<file path="src/rtl/cam_init_sequencer.sv">
// Camera register-initialisation sequencer: walks a {reg, data} table after a
// power-up delay and issues one I2C write request per entry, with delay/end markers.
module cam_init_sequencer #(
  parameter int unsigned NUM_REGS       = 16,
  parameter logic [7:0]  SLAVE_ADDR     = 8'h10,
  parameter int unsigned XFER_CYCLES    = 40,
  parameter int unsigned POWERUP_CYCLES = 1000,
  parameter bit          AUTO_START     = 1'b1
) (
  input  logic        clk400kHz,
  input  logic        reset,
  input  logic        start,
  output logic [7:0]  tbl_addr,
  input  logic [23:0] tbl_data,
  output logic        send_data,
  output logic [15:0] register_in,
  output logic [7:0]  datain,
  output logic [7:0]  slave_addr,
  output logic        busy,
  output logic        done,
  output logic [7:0]  writes_issued
);

  localparam logic [2:0] S_IDLE    = 3'd0;
  localparam logic [2:0] S_POWERUP = 3'd1;
  localparam logic [2:0] S_FETCH   = 3'd2;
  localparam logic [2:0] S_LATCH   = 3'd3;
  localparam logic [2:0] S_SEND    = 3'd4;
  localparam logic [2:0] S_WAIT    = 3'd5;
  localparam logic [2:0] S_DELAY   = 3'd6;
  localparam logic [2:0] S_DONE    = 3'd7;

  localparam logic [15:0] XFER_LOAD = 16'(XFER_CYCLES - 1);
  localparam logic [15:0] PWR_LOAD  = 16'(POWERUP_CYCLES - 1);
  localparam logic [7:0]  LAST_IDX  = 8'(NUM_REGS);
  localparam logic [15:0] REG_END   = 16'hFFFE;
  localparam logic [15:0] REG_DELAY = 16'hFFFF;

  logic [2:0]  state_q, state_d;
  logic [7:0]  idx_q, idx_d;
  logic [15:0] cnt_q, cnt_d;
  logic        start_q, start_d;
  logic        auto_q, auto_d;
  logic [7:0]  tbl_addr_q, tbl_addr_d;
  logic        send_q, send_d;
  logic [15:0] reg_q, reg_d;
  logic [7:0]  dat_q, dat_d;
  logic [7:0]  writes_q, writes_d;
  logic        busy_q, busy_d;
  logic        done_q, done_d;

  logic        start_evt;
  logic [15:0] tbl_reg;
  logic [7:0]  tbl_val;

  assign tbl_reg = tbl_data[23:8];
  assign tbl_val = tbl_data[7:0];

  always_comb begin
    state_d    = state_q;
    idx_d      = idx_q;
    cnt_d      = cnt_q;
    tbl_addr_d = tbl_addr_q;
    send_d     = 1'b0;
    reg_d      = reg_q;
    dat_d      = dat_q;
    writes_d   = writes_q;
    start_d    = start;
    auto_d     = 1'b0;
    start_evt  = (start & ~start_q) | auto_q;

    case (state_q)
      S_IDLE: begin
        if (start_evt) begin
          state_d = S_POWERUP;
          cnt_d   = PWR_LOAD;
        end
      end
      S_POWERUP: begin
        if (cnt_q == '0) begin
          state_d = S_FETCH;
          idx_d   = '0;
        end else begin
          cnt_d = cnt_q - 16'd1;
        end
      end
      S_FETCH: begin
        if (idx_q == LAST_IDX) begin
          state_d = S_DONE;
        end else begin
          tbl_addr_d = idx_q;
          state_d    = S_LATCH;
        end
      end
      S_LATCH: begin
        if (tbl_reg == REG_END) begin
          state_d = S_DONE;
        end else if (tbl_reg == REG_DELAY) begin
          if (tbl_val == '0) begin
            idx_d   = idx_q + 8'd1;
            state_d = S_FETCH;
          end else begin
            // Loaded one short so DELAY lasts exactly data*256 cycles.
            cnt_d   = {tbl_val, 8'h00} - 16'd1;
            state_d = S_DELAY;
          end
        end else begin
          reg_d   = tbl_reg;
          dat_d   = tbl_val;
          send_d  = 1'b1;
          cnt_d   = XFER_LOAD;
          state_d = S_SEND;
        end
      end
      S_SEND: begin
        // Transaction counter runs from the send_data rise; its first value marks pulse cycle one.
        cnt_d = cnt_q - 16'd1;
        if (cnt_q == XFER_LOAD) begin
          send_d = 1'b1;
        end else begin
          state_d = S_WAIT;
        end
      end
      S_WAIT: begin
        if (cnt_q == '0) begin
          idx_d   = idx_q + 8'd1;
          state_d = S_FETCH;
          if (writes_q != 8'hFF) begin
            writes_d = writes_q + 8'd1;
          end
        end else begin
          cnt_d = cnt_q - 16'd1;
        end
      end
      S_DELAY: begin
        if (cnt_q == '0) begin
          idx_d   = idx_q + 8'd1;
          state_d = S_FETCH;
        end else begin
          cnt_d = cnt_q - 16'd1;
        end
      end
      S_DONE: begin
        if (start_evt) begin
          idx_d    = '0;
          writes_d = '0;
          state_d  = S_FETCH;
        end
      end
      default: state_d = S_IDLE;
    endcase

    busy_d = (state_d != S_IDLE) && (state_d != S_DONE);
    done_d = (state_d == S_DONE);
  end

  always_ff @(posedge clk400kHz or posedge reset) begin
    if (reset) begin
      state_q    <= S_IDLE;
      idx_q      <= '0;
      cnt_q      <= '0;
      start_q    <= 1'b0;
      auto_q     <= AUTO_START;
      tbl_addr_q <= '0;
      send_q     <= 1'b0;
      reg_q      <= '0;
      dat_q      <= '0;
      writes_q   <= '0;
      busy_q     <= 1'b0;
      done_q     <= 1'b0;
    end else begin
      state_q    <= state_d;
      idx_q      <= idx_d;
      cnt_q      <= cnt_d;
      start_q    <= start_d;
      auto_q     <= auto_d;
      tbl_addr_q <= tbl_addr_d;
      send_q     <= send_d;
      reg_q      <= reg_d;
      dat_q      <= dat_d;
      writes_q   <= writes_d;
      busy_q     <= busy_d;
      done_q     <= done_d;
    end
  end

  assign tbl_addr      = tbl_addr_q;
  assign send_data     = send_q;
  assign register_in   = reg_q;
  assign datain        = dat_q;
  assign slave_addr    = SLAVE_ADDR;
  assign busy          = busy_q;
  assign done          = done_q;
  assign writes_issued = writes_q;

endmodule
</file>
<file path="config.mk">
export PLATFORM = sky130hd
export DESIGN_NAME = cam_init_sequencer
export DESIGN_NICKNAME = d
export VERILOG_FILES = /design/src/rtl/cam_init_sequencer.sv
export SDC_FILE = /design/constraint.sdc
export NUM_CORES = 1
export LEC_CHECK = 0
export ABC_AREA = 0
export CORE_UTILIZATION = 49
export CTS_BUF_LIST = sky130_fd_sc_hd__clkbuf_16
export DETAILED_ROUTE_END_ITERATION = 10
export PLACE_DENSITY = 0.78
export SYNTH_ARGS = -nofsm -noshare
export SYNTH_HDL_FRONTEND = slang
export SYNTH_SLANG_ARGS = --single-unit
</file>
<file path="constraint.sdc">
create_clock -name clk400kHz -period 5.1 [get_ports clk400kHz]
set_input_delay 1.275 -clock clk400kHz [delete_from_list [all_inputs] [get_ports clk400kHz]]
set_output_delay 1.275 -clock clk400kHz [all_outputs]
set_load 0.01 [all_outputs]
</file>
**Word level (Yosys, flattened, before mapping)**

Cells that the tools add are included.

- Add/sub/neg operators: 4
- Equality and inequality tests: 25
- Multiplexer cells: 29
- Bitwise logic cells: 6
- Reduce and logical (&&, ||, !) cells: 15

Operators with widths:

| operator | number |
|---|---|
| $mux W16 | 5 |
| $mux W8 | 8 |
| $pmux W16 S4 | 1 |
| $eq A16 B16 Y1 const B | 2 |
| $pmux W8 S4 | 1 |
| $sub A16 B1 Y16 const B | 2 |
| $mux W3 | 8 |
| $ne A2 B2 Y1 const B | 9 |
| $pmux W3 S6 | 1 |
| $add A8 B1 Y8 const B | 2 |
| $eq A16 B6 Y1 const B | 1 |
| $logic_not A16 Y1 | 1 |
| $pmux W8 S2 | 1 |
| $eq A3 B3 Y1 const B | 5 |
| $eq A8 B5 Y1 const B | 1 |
| $logic_not A8 Y1 | 1 |
| $ne A8 B8 Y1 const B | 1 |
| $reduce_bool A4 Y1 | 2 |
| $reduce_and A7 Y1 | 1 |
| $eq A3 B2 Y1 const B | 2 |
| $ne A3 B3 Y1 const B | 2 |
| $reduce_and A5 Y1 | 1 |
| $not A1 Y1 | 4 |
| $reduce_and A4 Y1 | 1 |
| other kinds (14) | 16 |

- Bits in registers: 72
- Bits of input ports: 27
- Output and inout bits: 51
- Logic and storage cells: 91

**Logic depth before layout (Yosys ltp)**

Gate-level depths: netlist of the first run.

- Depth after elaboration: 7
- Depth in mapped cells: 9
- Depth with buffers taken out: 8

**Worst setup path before layout of the first run**

No wires, ideal clock.

- Path type: input to register
- From: in tbl_data[22]
- To: reg cnt_q[6]
- Library setup time: 126 ps
- Arrival: 2746 ps
- Required time: 4974 ps
- Slack: 2228 ps
- Stages on the path: 7
- Path buffers: 1
- Path through: nand4_1 or4_1 o21ai_1 a31o_2 buf_4 a21oi_1 o32a_1

- Word-level cells in the longest chain between the ends: 4
- Elaborated cells on any way between the ends: 8
- Classes of those cells: eq/ne (4); mux (3); reduce/logical (1)

RTL lines:

| what | RTL line | text |
|---|---|---|
| start, declared | 14 | `input logic [23:0] tbl_data,` |
| $eq A16 B16 Y1 | 98 | `end else if (tbl_reg == REG_DELAY) begin` |
| $mux W16 | 98 |  |
| $mux W16 | 96 | `if (tbl_reg == REG_END) begin` |
| $pmux W16 S4 | 72 | `case (state_q)` |
| end signal, assigned | 174 | `cnt_q <= cnt_d;` |
| end, declared | 41 | `logic [15:0] cnt_q, cnt_d;` |

Parallel ways exist; a longest one is shown, timed or not. The select of a mux whose other input is x is not followed.
A chain may end at the register's enable or synchronous reset.

**Final worst setup path of the first run**

- From: in tbl_data[2]
- To: reg cnt_q[9]

- Word-level cells in the longest chain between the ends: 3

RTL lines:

| what | RTL line | text |
|---|---|---|
| $logic_not A8 Y1 | 99 | `if (tbl_val == '0) begin` |
| $ne A3 B3 Y1 (no line) | n/a |  |
| $reduce_and A5 Y1 (no line) | n/a |  |

Every way passes these cells.

==> key figures, run 1 <==
Logic synthesis
  • Largest area contributor in the netlist: sky130_fd_sc_hd__dfrtp_1
  • Largest cells by area after synthesis: sky130_fd_sc_hd__dfrtp_1, sky130_fd_sc_hd__mux2_2, sky130_fd_sc_hd__o21ai_0
  • Top flip-flop cell by instance count after synthesis: sky130_fd_sc_hd__dfrtp_1
  • Async set or reset register ratio after synthesis: 1.00
  • Count of different cell masters after synthesis: 66
  • Mapped cell area: 0.00390 mm2
  • #FFs+latches synth: 72
  • Number of warning messages in the yosys log: 0
  • Syn Area/Cell: between 10 and 15 um2
  • Fraction of synthesized cell area taken by the top area cell type: 0.455
  • Number of cells produced by synthesis: approximately 370
  • Share of the yosys chip area belonging to registers: 0.462
  • EDFF count, synth: 0

STA
  • Achievable frequency: approximately 300 MHz
  • Minimum clock period: 3360 ps
  • Setup TNS: 0 ps
  • Max-slew headroom at the worst pin: 0.188
  • Final setup violation count: 0
  • Clock skew: approximately 9.0 ps
  • Worst hold slack: 504 ps
  • Final hold violations: 0
  • Actual slew at the worst max-slew pin: 1220 ps
  • Final cycle utilization of the critical path: 0.660
  • Final slew viol count: 0
  • Unrepaired setup endpoints after global routing: no

Detailed routing
  • Post-detailed-route wirelength per cell: 16.8 um
  • Highest metal layer with signal wires: met4
  • Detailed route wirelength on metal3: 669 um
  • DRT Pass-1 Iters: 8
  • Violation count after the first detailed-routing iteration: 265
  • Number of remaining DRC errors: 1
  • Mean number of vias per cell: 5.90
  • Antenna Nets Post-Route: 0
  • Routed wire length: 9180 um
  • Via count: approximately 3200
  • Metal-1 WL: 4030 um
  • Met2 wire length: 4340 um

Floorplanning
  • Total I/O pin count: a little under 80
  • Overall die height: approximately 91 um
  • Area of the core: 0.00773 mm2
  • DIE AREA: 0.00832 mm2
  • Die extent in x: between 90 and 100 um
  • Initial cell density of the core: 0.505
  • Placement row count: 32

Finish
  • Number of antenna repair diodes: 0
  • Post-Route Utilization: 0.637
  • Area Growth Syn to Fin: 26.1%
  • Sequential standard cell area: 0.00180 mm2
  • Filler Cells Inserted: 637
  • Share of layout cells above drive strength 1: 0.155
  • Multi-input logic area: 0.00196 mm2
  • Net count, final: 475

Global routing
  • Pin count of the biggest net entering global routing: 51
  • First-pass GRT wire length: 15200 um
  • Global-route usage over all layers: 0.231
  • Antenna violations before repair: 0
  • Overflow after GRT: 0
  • Via count of the first global-routing pass: 3141

Flow run
  • Max-cap violations: 0

Clock tree
  • Hold Buf Count CTS: 0
  • Reg clk slew, reported paths: approximately 60 ps
  • Clk sink count: 72
  • CTS tree: built
  • Clock buffer count from CTS: 9
  • CTS max path bufs: 2
  • Insertion delay to the later sink of the worst-skew pair: around 330 ps
  • Htree depth: 3
  • Number of gates resized after cts: 0
  • Clk root buf: sky130_fd_sc_hd__clkbuf_16
  • Number of buffers added for setup after CTS: 0

Power
  • Max VDD drop: roughly 0.27 mV
  • Total power per unit cell area: 393 mW/mm2
  • Leakage power: 2.08 nW

Worst setup path
  • Capturing element type of the critical path: flop
  • Crit path required time: 5300 ps
  • Kind of start point of the critical path: primary input
  • Destination of the worst register-to-register timing path: writes_issued[5]
  • Worst setup path class: primary input to flop
  • Arrival time of data at the critical path endpoint: between 3000 and 4000 ps
  • Peak fanout along the critical path: 21
  • Number of cells on the worst reg-to-reg path: 8
  • Slack of the worst reg-to-reg path: 2500 ps
  • Reg2Reg Launch Point: cnt_q[0]

Placement
  • Final Wtd Congestion: 0.903
  • Port-buffer cells: 69
  • HPWL after DPL: between 6000 and 7000 um

Min path
  • Worst min-delay path endpoint: tbl_addr[1]
  • Source of the worst hold timing path: tbl_addr[1]
  • Hold Crit Class: flop to flop
  • Cell depth of the worst hold path: 1

Outcome
  • Run status: finished with violations
  • Failing checks: DRC
worst max path at each step:
stage                            from  endpoint  slack [ps]  cells after the start
after floorplan                 reset      busy        2000                      1
after global placement    tbl_data[2]  cnt_q[9]        1480                      7
after detailed placement  tbl_data[2]  cnt_q[9]        1430                      7
after CTS                 tbl_data[2]  cnt_q[9]        1760                      7
after global routing      tbl_data[2]  cnt_q[6]        1500                      7
final                     tbl_data[2]  cnt_q[9]        1740                      7
final cells by class:
cell class	instances	area share
Clock inverter	6	0.0122
Inverter	13	0.00992
Sequential cell	72	0.366
Tap cell	102	0.0259
Clock buffer	9	0.0458
Timing Repair Buffer	70	0.142
Multi-Input combinational cell	276	0.398
cells in the final DEF (no fill, tap or decap), drive strengths merged, types with 10 or more instances in the layout:
| master | netlist | layout |
|---|---|---|
| dfrtp | 71 | 71 |
| clkdlybuf4s50 | 0 | 69 |
| mux2 | 31 | 31 |
| nor2 | 25 | 25 |
| o21ai | 25 | 25 |
| nand2 | 19 | 19 |
| a21oi | 18 | 18 |
| inv | 13 | 15 |
| nand3 | 14 | 14 |
| a31oi | 13 | 13 |
| nand4 | 11 | 11 |
| nor3 | 10 | 10 |
logic make-up after synthesis:
| logic type | share of synthesized area |
|---|---|
| XOR/XNOR | 0.0269 |
| other | 0.00192 |
| buffers and inverters | 0.0436 |
| multiplexers | 0.0971 |
| adder cells (fa/ha/maj) | 0.0192 |
| flip-flops | 0.462 |
| AO/OA/AOI/OAI | 0.140 |
| AND/OR/NAND/NOR | 0.209 |
registers in the layout, indices dropped and copies added (netlist names):
register / cells
send_data: 1
datain: 8
start_q: 1
busy: 1
done: 1
register_in: 16
writes_issued: 8
idx_q: 8
cnt_q: 16
auto_q: 1
state_q: 3
tbl_addr: 8
synth_stat cells (5+ instances only):
cell                       count
sky130_fd_sc_hd__nor2_1       25
sky130_fd_sc_hd__a31oi_1      12
sky130_fd_sc_hd__dfrtp_1      71
sky130_fd_sc_hd__buf_4        10
sky130_fd_sc_hd__xor2_1        8
sky130_fd_sc_hd__nand3b_1      5
sky130_fd_sc_hd__and3_1        8
sky130_fd_sc_hd__a21oi_1      18
sky130_fd_sc_hd__nand2_1      19
sky130_fd_sc_hd__or3_1         5
sky130_fd_sc_hd__clkbuf_1      5
sky130_fd_sc_hd__nor4_1        6
sky130_fd_sc_hd__nand4_1      10
sky130_fd_sc_hd__ha_1          6
sky130_fd_sc_hd__o21ai_0      23
sky130_fd_sc_hd__nor3b_1       5
sky130_fd_sc_hd__inv_1        13
sky130_fd_sc_hd__nor3_1        9
sky130_fd_sc_hd__nand3_1      13
sky130_fd_sc_hd__mux2_2       31
per-stage QoR:
stage / std cells / area [um2] / worst slack [ps] / power (mW)
after global routing: 548 / 4920 / 1500 / 2.03
after global placement: 533 / 4640 / 1480 / 1.32
final: 548 / 4920 / 1740 / 1.93
after CTS: 548 / 4920 / 1760 / 1.94
after floorplan: 380 / 3930 / 2000 / 1.10
after detailed placement: 533 / 4640 / 1430 / 1.33
worst max-delay path, cell delays in order:
cell and delay, ps:
sky130_fd_sc_hd__clkdlybuf4s50_1 510, sky130_fd_sc_hd__nor4_1 540, sky130_fd_sc_hd__nand4_1 190, sky130_fd_sc_hd__o21ai_1 320, sky130_fd_sc_hd__a31o_2 450, sky130_fd_sc_hd__nor2_1 100
sky130_fd_sc_hd__o32a_1 180
power by group:
| group | internal, mW | switching (mW) | total [mW] | leakage (nW) |
|---|---|---|---|---|
| Combinational | 0.283 | 0.266 | 0.549 | 1.04 |
| Clock | 0.374 | 0.231 | 0.605 | 0.143 |
| Sequential | 0.669 | 0.111 | 0.781 | 0.902 |
| Total | 1.33 | 0.608 | 1.93 | 2.08 |
routing by layer:
layer | track usage | vias up
li1 | - | 1499
met1 | 0.299 | 1569
met2 | 0.364 | 150
met3 | 0.0695 | 16
met4 | 0.0926 | 0
met5 | 0 | -
Power figures use the tool's default switching activity.
==> run 2: changes to the inputs <==
clock period = 3.2 ns   (was 5.1 ns; I/O delays follow)
==> run 2 against run 1 <==
Net effect: the run now ends clean; power grew 60%; final cell count grew 0.73%; final area grew 0.89%; flip-flop and latch count is the same; combinational power grew 60%; global-route usage shrank 0.53 points.
==> key figures, run 2 (synthesis results as in run 1) <==
STA
  • Final slew viol count: 0 (unchanged)
  • Unrepaired setup endpoints after global routing: no
  • Final hold violations: 0 (unchanged)
  • Max-slew headroom at the worst pin: 0.183 (-0.00537)
  • Final setup violation count: 0 (unchanged)
  • Achievable frequency: 364 MHz
  • Actual slew at the worst max-slew pin: 1220 ps (+8.04 ps)
  • Minimum clock period: 2740 ps
  • Setup TNS: 0 ps (unchanged)
  • Final cycle utilization of the critical path: 0.858
  • Final worst setup slack: 456 ps (-1280 ps)
  • Clock skew: 3.66 ps (-5.33 ps)

Clock tree
  • CTS tree: built
  • Clock buffer count from CTS: 9 (unchanged)
  • Insertion delay to the later sink of the worst-skew pair: 330 ps (about the same)
  • Clk root buf: sky130_fd_sc_hd__clkbuf_16
  • Hold Buf Count CTS: 0 (unchanged)
  • CTS max path bufs: 2 (unchanged)
  • Number of gates resized after cts: 0 (unchanged)
  • Number of buffers added for setup after CTS: 0 (unchanged)
  • Reg clk slew, reported paths: 60 ps (about the same)
  • Htree depth: 3 (unchanged)
  • Clk sink count: 72 (unchanged)

Placement
  • Worst-case setup slack after placement: 134 ps (-1290 ps)
  • Port-buffer cells: 69 (unchanged)
  • HPWL after DPL: 6270 um (-1.1%)
  • Final Wtd Congestion: 0.871 (-3.5%)
  • Placement-stage cell area: 0.00468 mm2 (+0.92%)

Finish
  • Most common library cell in the layout ignoring fill and taps: sky130_fd_sc_hd__dfrtp_1
  • Net count, final: 479 (+0.84%)
  • Area Growth Syn to Fin: 27.2%
  • Post-route cell area: 0.00496 mm2 (+0.89%)
  • Leading cell types in the layout, fill and taps excluded: sky130_fd_sc_hd__dfrtp_1, sky130_fd_sc_hd__clkdlybuf4s50_1, sky130_fd_sc_hd__mux2_2, sky130_fd_sc_hd__nor2_1, sky130_fd_sc_hd__o21ai_0
  • Share of layout cells above drive strength 1: 0.160 (+0.00529)
  • Number of antenna repair diodes: 0 (unchanged)

Global routing
  • Pin count of the biggest net entering global routing: 73 (+43%)
  • Overflow after GRT: 0 (unchanged)
  • First-pass GRT wire length: 14800 um (-2.6%)
  • Antenna violations before repair: 0 (unchanged)
  • Global-route usage over all layers: 0.226 (-0.00525)
  • Via count of the first global-routing pass: 3067 (-2.4%)

Worst setup path
  • Crit path required time: 3390 ps (-1910 ps)
  • Arrival time of data at the critical path endpoint: 2930 ps (-630 ps)
  • Worst stage delay on the critical path: 590 ps (+50 ps)
  • Kind of start point of the critical path: primary input
  • Chain of cells forming the critical path: clkdlybuf4s50_1, nand4_1, or4_1, o21ai_1, a31o_2, a21oi_1, a2bb2oi_1
  • Peak fanout along the critical path: 21 (unchanged)
  • Number of cells on the worst reg-to-reg path: 8 (unchanged)
  • Max stage delay cell, worst path: sky130_fd_sc_hd__or4_1
  • Worst setup path class: primary input to flop
  • Number of cells on the critical path: 7 (unchanged)
  • Destination of the worst register-to-register timing path: writes_issued[7]
  • Crit path buf inv count: 1 (unchanged)
  • Capturing element type of the critical path: flop
  • Kind of cell adding the most delay to the critical path: compound AO/OA/AOI/OAI gates
  • Slack of the worst reg-to-reg path: 700 ps (-1800 ps)
  • Reg2Reg Launch Point: cnt_q[0]

Detailed routing
  • Violation count after the first detailed-routing iteration: 207 (-22%)
  • Antenna Nets Post-Route: 0 (unchanged)
  • Number of remaining DRC errors: 0 (-1)
  • Mean number of vias per cell: 5.87 (-0.48%)
  • DRT Pass-1 Iters: 6 (-2)
  • Routed wire length: 8760 um (-4.6%)
  • Post-detailed-route wirelength per cell: 15.9 um (-5.2%)
  • Via count: 3242 (+0.25%)

Min path
  • Worst min-delay path endpoint: tbl_addr[4]
  • Source of the worst hold timing path: tbl_addr[4]
  • Hold Crit Class: flop to flop
  • Cell depth of the worst hold path: 1 (unchanged)

Floorplanning
  • Area of the core: 0.00773 mm2 (unchanged)
  • Overall die height: 91.2 um (unchanged)
  • Total I/O pin count: 78 (unchanged)
  • DIE AREA: 0.00832 mm2 (unchanged)
  • Placement row count: 32 (unchanged)
  • Die extent in x: 91.2 um (unchanged)
  • Initial cell density of the core: 0.505 (unchanged)

Flow run
  • Max-cap violations: 0 (unchanged)

Power
  • Share of power burned in combinational logic: 0.285 (about the same)
  • Psw: 0.974 mW (+60%)
  • Fraction of power spent switching nets: 0.315 (+0.000919)
  • Leakage power: 2.10 nW (+0.71%)
  • Max VDD drop: 0.380 mV (+40%)
  • Total power per unit cell area: 622 mW/mm2 (+58%)
  • Clock share of power: 0.313 (about the same)
  • Cell-internal power: 2.11 mW (+59%)
  • Total power after layout: 3.09 mW (+60%)
  • Sequential cell fraction of total power: 0.402 (-0.002)

Outcome
  • Run status: complete, no violations
==> run 2: cell types whose count changed in the layout (fill, tap and decap cells not counted) <==
cell / delta
sky130_fd_sc_hd__buf_12: +1
sky130_fd_sc_hd__clkinvlp_4: +1
sky130_fd_sc_hd__inv_6: -1
sky130_fd_sc_hd__clkinv_4: +1
sky130_fd_sc_hd__buf_4: +3
sky130_fd_sc_hd__clkinv_2: -2
sky130_fd_sc_hd__clkinv_1: +2
sky130_fd_sc_hd__inv_1: -1
==> run 2: layout make-up <==
type	instances	area (um2)
Fill cell	632	2760
Multi-Input combinational cell	276	1960
Sequential cell	72	1800
Timing Repair Buffer	74	741
Clock buffer	9	225
Tap cell	102	128
Clock inverter	6	61.3
Inverter	13	48.8
==> run 2: per-layer routing <==
metal / wire (um) / track usage / part of all wire
met4: 111 / 0.0820 / 0.013
met2: 4150 / 0.353 / 0.47
met5: 0 / 0 / 0
met3: 627 / 0.0628 / 0.072
met1: 3880 / 0.301 / 0.44
==> run 2: worst register-to-register path, delay by kind of cell, from the launching register on <==
kind / cells / cell delay, ps
flops: 1 / 420
compound gates: 2 / 600
fa+ha+maj: 1 / 300
simple gates: 4 / 990
buf+inv: 1 / 110
==> run 2: worst max-delay path by stage <==
stage	startpoint	end	slack [ps]
after floorplan	reset	busy	580
after CTS	tbl_data[15]	cnt_q[6]	480
final	tbl_data[13]	cnt_q[8]	460
after global routing	tbl_data[2]	cnt_q[6]	230
after global placement	tbl_data[13]	datain[3]	180
after detailed placement	tbl_data[15]	cnt_q[6]	130
==> run 2: power groups by stage <==
stage	registers, mW	logic [mW]	clock network [mW]
after global routing	1.27	0.964	1.02
after CTS	1.24	0.879	0.982
final	1.24	0.881	0.967
after floorplan	1.25	0.507	0
after detailed placement	1.25	0.874	0
after global placement	1.24	0.851	0
==> run 2: metrics by stage <==
stage | cells | hold slack, ps | utilization
2_1_floorplan | 380 | 515 | -
3_3_place_gp | 537 | 490 | 0.605
3_5_place_dp | 537 | 496 | 0.605
4_1_cts | 552 | 509 | 0.642
5_1_grt | 552 | 524 | 0.642
6_report | 552 | 506 | 0.642
